$ cat src/rtl/tnoc_round_robin_mux_pkg.sv
// Shared tnoc helpers: arbitration state type and one-hot select utilities.
// Helpers operate on vectors zero-extended to MAX_ENTRIES bits.
package tnoc_round_robin_mux_pkg;

  localparam int MAX_ENTRIES = 32;

  typedef enum logic {
    IDLE = 1'b0,
    BUSY = 1'b1
  } mux_state_t;

  // Index of the set bit of a one-hot vector; zero for an all-zero vector.
  function automatic int unsigned onehot_to_index(input logic [MAX_ENTRIES-1:0] onehot);
    int unsigned idx;
    idx = 0;
    for (int i = 0; i < MAX_ENTRIES; i++) begin
      if (onehot[i]) idx = idx | unsigned'(i);
    end
    return idx;
  endfunction

  function automatic logic onehot_mux_bit(input logic [MAX_ENTRIES-1:0] sel,
                                          input logic [MAX_ENTRIES-1:0] data);
    return |(sel & data);
  endfunction

endpackage

$ cat src/rtl/tnoc_round_robin_arbiter.sv
// Round-robin arbiter: priority pointer plus masked/unmasked lowest-bit encode.
// The pointer moves past the held index when that packet is released.
module tnoc_round_robin_arbiter
  import tnoc_round_robin_mux_pkg::*;
#(
  parameter int ENTRIES = 8
) (
  input  logic               i_clk,
  input  logic               i_rst,
  input  logic [ENTRIES-1:0] i_request,
  input  logic               i_grant,
  input  logic               i_release,
  input  logic [ENTRIES-1:0] i_held,
  output logic [ENTRIES-1:0] o_winner
);

  localparam int PTR_W = (ENTRIES > 1) ? $clog2(ENTRIES) : 1;

  logic [PTR_W-1:0]       ptr;
  logic [PTR_W-1:0]       ptr_next;
  logic [ENTRIES-1:0]     mask;
  logic [ENTRIES-1:0]     masked_req;
  logic [ENTRIES-1:0]     pick_src;
  logic [MAX_ENTRIES-1:0] held_ext;
  int unsigned            held_idx;

  // Requests at or above the pointer win first; otherwise wrap to the lowest request.
  always_comb begin
    mask = '0;
    for (int i = 0; i < ENTRIES; i++) begin
      mask[i] = (i >= int'(ptr));
    end
    masked_req = i_request & mask;
    pick_src   = (masked_req != '0) ? masked_req : i_request;
    o_winner   = i_grant ? (pick_src & (~pick_src + ENTRIES'(1))) : '0;
  end

  always_comb begin
    held_ext                = '0;
    held_ext[ENTRIES-1:0]   = i_held;
    held_idx                = onehot_to_index(held_ext);
    ptr_next                = (held_idx >= unsigned'(ENTRIES - 1)) ? '0 : PTR_W'(held_idx + 1);
  end

  always_ff @(posedge i_clk) begin
    if (i_rst) begin
      ptr <= '0;
    end else if (i_release) begin
      ptr <= ptr_next;
    end
  end

endmodule

$ cat src/rtl/tnoc_round_robin_mux.sv
// Packet-level N-to-1 round-robin mux; grant is locked from first beat to last.
// Payload, last and ready are combinational selects from the registered grant.
module tnoc_round_robin_mux
  import tnoc_round_robin_mux_pkg::*;
#(
  parameter int               WIDTH   = 8,
  parameter int               ENTRIES = 8,
  parameter logic [WIDTH-1:0] DEFAULT = '0
) (
  input  logic               i_clk,
  input  logic               i_rst,
  input  logic [ENTRIES-1:0] i_valid,
  output logic [ENTRIES-1:0] o_ready,
  input  logic [ENTRIES-1:0] i_last,
  input  logic [WIDTH-1:0]   i_value [ENTRIES],
  output logic               o_valid,
  input  logic               i_ready,
  output logic               o_last,
  output logic [WIDTH-1:0]   o_value,
  output logic [ENTRIES-1:0] o_grant
);

  mux_state_t             state;
  mux_state_t             state_next;
  logic [ENTRIES-1:0]     grant;
  logic [ENTRIES-1:0]     grant_next;
  logic [ENTRIES-1:0]     winner;
  logic                   busy;
  logic                   arb_strobe;
  logic                   release_strobe;
  logic [MAX_ENTRIES-1:0] sel_ext;
  logic [MAX_ENTRIES-1:0] valid_ext;
  logic [MAX_ENTRIES-1:0] last_ext;
  logic [MAX_ENTRIES-1:0] col_ext;
  logic [WIDTH-1:0]       value_sel;

  tnoc_round_robin_arbiter #(
    .ENTRIES (ENTRIES)
  ) u_arbiter (
    .i_clk     (i_clk),
    .i_rst     (i_rst),
    .i_request (i_valid),
    .i_grant   (arb_strobe),
    .i_release (release_strobe),
    .i_held    (grant),
    .o_winner  (winner)
  );

  always_comb begin
    sel_ext                = '0;
    valid_ext              = '0;
    last_ext               = '0;
    sel_ext[ENTRIES-1:0]   = grant;
    valid_ext[ENTRIES-1:0] = i_valid;
    last_ext[ENTRIES-1:0]  = i_last;
    busy                   = (state == BUSY);
    o_grant                = grant;
    o_valid                = busy & onehot_mux_bit(sel_ext, valid_ext);
    o_last                 = o_valid & onehot_mux_bit(sel_ext, last_ext);
    // Payload is selected bit-column by bit-column through the one-hot mux.
    value_sel              = '0;
    for (int b = 0; b < WIDTH; b++) begin
      col_ext = '0;
      for (int e = 0; e < ENTRIES; e++) begin
        col_ext[e] = i_value[e][b];
      end
      value_sel[b] = onehot_mux_bit(sel_ext, col_ext);
    end
    o_value        = busy ? value_sel : DEFAULT;
    o_ready        = grant & {ENTRIES{i_ready}};
    release_strobe = o_valid & i_ready & o_last;
    arb_strobe     = ~busy & (|i_valid);
  end

  always_comb begin
    state_next = state;
    grant_next = grant;
    case (state)
      IDLE: begin
        if (arb_strobe) begin
          grant_next = winner;
          state_next = BUSY;
        end
      end
      BUSY: begin
        if (release_strobe) begin
          grant_next = '0;
          state_next = IDLE;
        end
      end
      default: begin
        grant_next = '0;
        state_next = IDLE;
      end
    endcase
  end

  always_ff @(posedge i_clk) begin
    if (i_rst) begin
      state <= IDLE;
      grant <= '0;
    end else begin
      state <= state_next;
      grant <= grant_next;
    end
  end

endmodule

$ cat config.mk
export PLATFORM = sky130hd
export DESIGN_NAME = tnoc_round_robin_mux
export DESIGN_NICKNAME = d
export VERILOG_FILES = /design/src/rtl/tnoc_round_robin_mux_pkg.sv /design/src/rtl/tnoc_round_robin_arbiter.sv /design/src/rtl/tnoc_round_robin_mux.sv
export SDC_FILE = /design/constraint.sdc
export NUM_CORES = 1
export LEC_CHECK = 0
export ABC_CLOCK_PERIOD_IN_PS = 1600
export BUFFER_PORTS_ARGS = -buffer_cell sky130_fd_sc_hd__buf_4
export CORE_MARGIN = 2
export CORE_UTILIZATION = 34
export CTS_CLUSTER_SIZE = 20
export DETAILED_ROUTE_END_ITERATION = 8
export PLACE_DENSITY = 0.76
export SLEW_MARGIN = 15
export SYNTH_ARGS = -nofsm -noshare
export SYNTH_HDL_FRONTEND = slang
export SYNTH_SLANG_ARGS = --single-unit
$ cat constraint.sdc
create_clock -name i_clk -period 1.6 [get_ports i_clk]
set_input_delay 0.32 -clock i_clk [delete_from_list [all_inputs] [get_ports i_clk]]
set_output_delay 0.32 -clock i_clk [all_outputs]
set_load 0.01 [all_outputs]
==> reports/metrics.csv <==
stage,metric,value,unit
timing,WHS,322,ps
yosys,#FFs+latches synth,12,
die,Core Region,3610,um^2
yosys,post-synthesis async set-or-reset flop share,0,%
clocking,total clock sinks,12,
yosys,share of the synthesized area in the top cell type,23.9,%
placement,Place WS,-124,ps
timing,RSZ-0062 raised after global routing,yes,
route,Remaining DRCs,0,
global_routing,number of global-route vias before repair,1966,
placement,IO buf count,108,
layout,# fillers,207,
timing,TNS Setup,-1690,ps
route,detailed-route via count,2248,
power,Leak Pwr,1.19,nW
worst_setup_path,Critical Path End,o_last,
yosys,Mapped Nets,250,
timing,Final Cycle Share,111,%
worst_setup_path,Worst setup EP type,output pin,
power,total power,1.06,mW
timing,Max Fclk,565,MHz
placement,dpl cell area,2390,um^2
yosys,"top cells by count, synth","a22oi_1 (40), dfxtp_1 (12), nand2_1 (12)",
die,I/O Pins,109,
yosys,synthesized area,1250,um^2
global_routing,first-pass GRT wire length,9.58,mm
timing,Clock Skews,3.94,ps
clocking,CTS tree,yes,
route,DR pass1 iterations,5,
worst_setup_path,CP top delay family,buffers and inverters,
yosys,synth warn,0,
route,Total Wirelength,7.65,mm
worst_setup_path,CP Buf/Inv Count,3,
layout,Layout Cells excl Fill,355,
global_routing,initial antenna violation count,0,
worst_setup_path,cells on worst reg2reg path,5,
die,Starting Density,34.8,%
worst_setup_path,"Req. time, crit path",1280,ps
yosys,synth top area cells,"a22oi_1 (24%), dfxtp_1 (19%), a41oi_1 (5.6%), and2_1 (4.5%), nand2_1 (3.6%)",
route,vias per cell,6.33,
worst_setup_path,worst path arrival time,1450,ps
power,"IR drop worst, VDD",0.234,mV
yosys,post-synth top area cell,a22oi_1,
timing,max-slew violation count,0,
worst_setup_path,CP Class,flop to output pin,
yosys,Mapped Cells,165,
run,Max-cap violations,0,
timing,Period minus WS final,1770,ps
die,Die Ht,64.8,um
min_path,Min-Delay Path Class,input port to flop,
timing,Worst slew margin,69.4,%
clocking,htree depth,1,
layout,area grow syn2layout,126,%
min_path,hold wc startpoint,i_rst,
clocking,clk_lat worst skew,240,ps
yosys,most instantiated library cell after synthesis,a22oi_1,
timing,Setup Viol. Count Final,22,
die,Die Width,64.8,um
clocking,Worst-path clk slew,50,ps
yosys,Most used DFF post-synth,dfxtp_1,
worst_setup_path,CP Cell Sequence,"buf_6, buf_4, a22oi_2, nand4_1, and2_4, buf_6",
die,Total Die Area,4190,um^2
layout,layout cell share with drive strength beyond 1,74.3,%
power,total power per unit cell area,374,nW/um^2
clocking,hold_buf cts,0,
clocking,Max clock buf depth,2,
placement,Inst Count DP,346,
timing,Final Hold Vio Count,0,
worst_setup_path,Worst Path Max Fanout,4,
route,wire length per cell,21.5,um
route,1st-iter DRT viols,233,
worst_setup_path,Startpoint Class,flop,
die,row count,22,
worst_setup_path,crit-path max cell delay,350,ps
clocking,number of buffers created by CTS,3,
placement,routability cong.,0.943,
yosys,Yosys cell types,41,
worst_setup_path,CP max stage cell,dfxtp_4,
global_routing,largest net degree at the start of global routing,12,
worst_setup_path,r2r startpoint,o_grant[7],
yosys,Syn Area/Cell,7.61,um^2
layout,Nets,393,
worst_setup_path,CP startpoint,o_grant[5],
worst_setup_path,"reg-to-reg slack, setup",-150,ps
layout,fin area,2840,um^2
timing,final setup margin,-171,ps
placement,HPWL after DPL,4.79,mm
worst_setup_path,"Top cell by count, worst path",buf_6,
route,ANT nets after route,0,
run_status,violated checks,negative setup slack,
run_status,status,finished with violations,
worst_setup_path,critical path depth,6,
yosys,"Seq/Total Area, Yosys",19.1,%
layout,Final Util,78.8,%
clocking,CTS root buf,clkbuf_8,
layout,Antenna diodes,0,
yosys,"EDFF count, synth",0,
timing,Worst Tran Pin Value,457,ps
worst_setup_path,RR Endpoint,u_arbiter.ptr[0],
global_routing,GRT Util Overall,29.3,%
global_routing,gr ovfl total,0,
## sequential cells by signal, indices dropped and copies added, names as in the netlist
name           count
u_arbiter.ptr      3
o_grant            8
busy               1
## timing repair
item,in CTS,in global routing
resized for setup,36,48
pin swaps,17,18
setup endpoints to repair,20,23
buffers inserted,4,1
## where the power goes
| part | internal, mW | switching (mW) | leakage [nW] |
|---|---|---|---|
| combinational | 0.255 | 0.204 | 1.06 |
| clock | 0.176 | 0.115 | 0.0228 |
| sequential | 0.301 | 0.0118 | 0.104 |
| total | 0.732 | 0.331 | 1.19 |
## cells in the final DEF (no fill, tap or decap), types with 5 or more instances in the layout
cell type	netlist	layout
a41oi_2	1	8
nand2_1	12	10
buf_6	0	15
a22oi_1	40	8
dfxtp_2	0	7
a21oi_2	1	5
buf_4	1	133
and2_1	9	8
o21a_1	5	5
nor2_1	8	8
a22oi_2	0	32
## per-layer routing
layer  vias to the layer above  share of wire, %  GRT usage, %
met2                       177                49          53.2
met4                         0               3.8          8.78
met5                         -                 0             0
met3                        36               9.3          4.86
met1                      1080                37          34.9
li1                        955                 -             -
## worst min-delay path by stage
stage / endpoint / cells after the start
after floorplan: o_grant[0] / 2
after global placement: o_grant[0] / 2
after detailed placement: o_grant[0] / 2
after CTS: o_grant[2] / 2
after global routing: o_grant[0] / 2
final: o_grant[0] / 2
## area by class of cell
| type | instances | area (um^2) | share of cell area (%) |
|---|---|---|---|
| Clock buffer | 4 | 45.0 | 1.59 |
| Sequential cell | 12 | 264 | 9.30 |
| Inverter | 4 | 15.0 | 0.529 |
| Tap cell | 48 | 60.1 | 2.11 |
| Timing Repair Buffer | 151 | 1220 | 42.9 |
| Multi-Input combinational cell | 136 | 1240 | 43.6 |
## cell families after synthesis
| family | Yosys count | synth area share [%] |
|---|---|---|
| compound gates | 83 | 50.6 |
| buf+inv | 17 | 5.68 |
| fa+ha+maj | 2 | 1.99 |
| simple gates | 51 | 22.5 |
| flops | 12 | 19.1 |
Note: power is estimated with default switching activity, not from simulation.
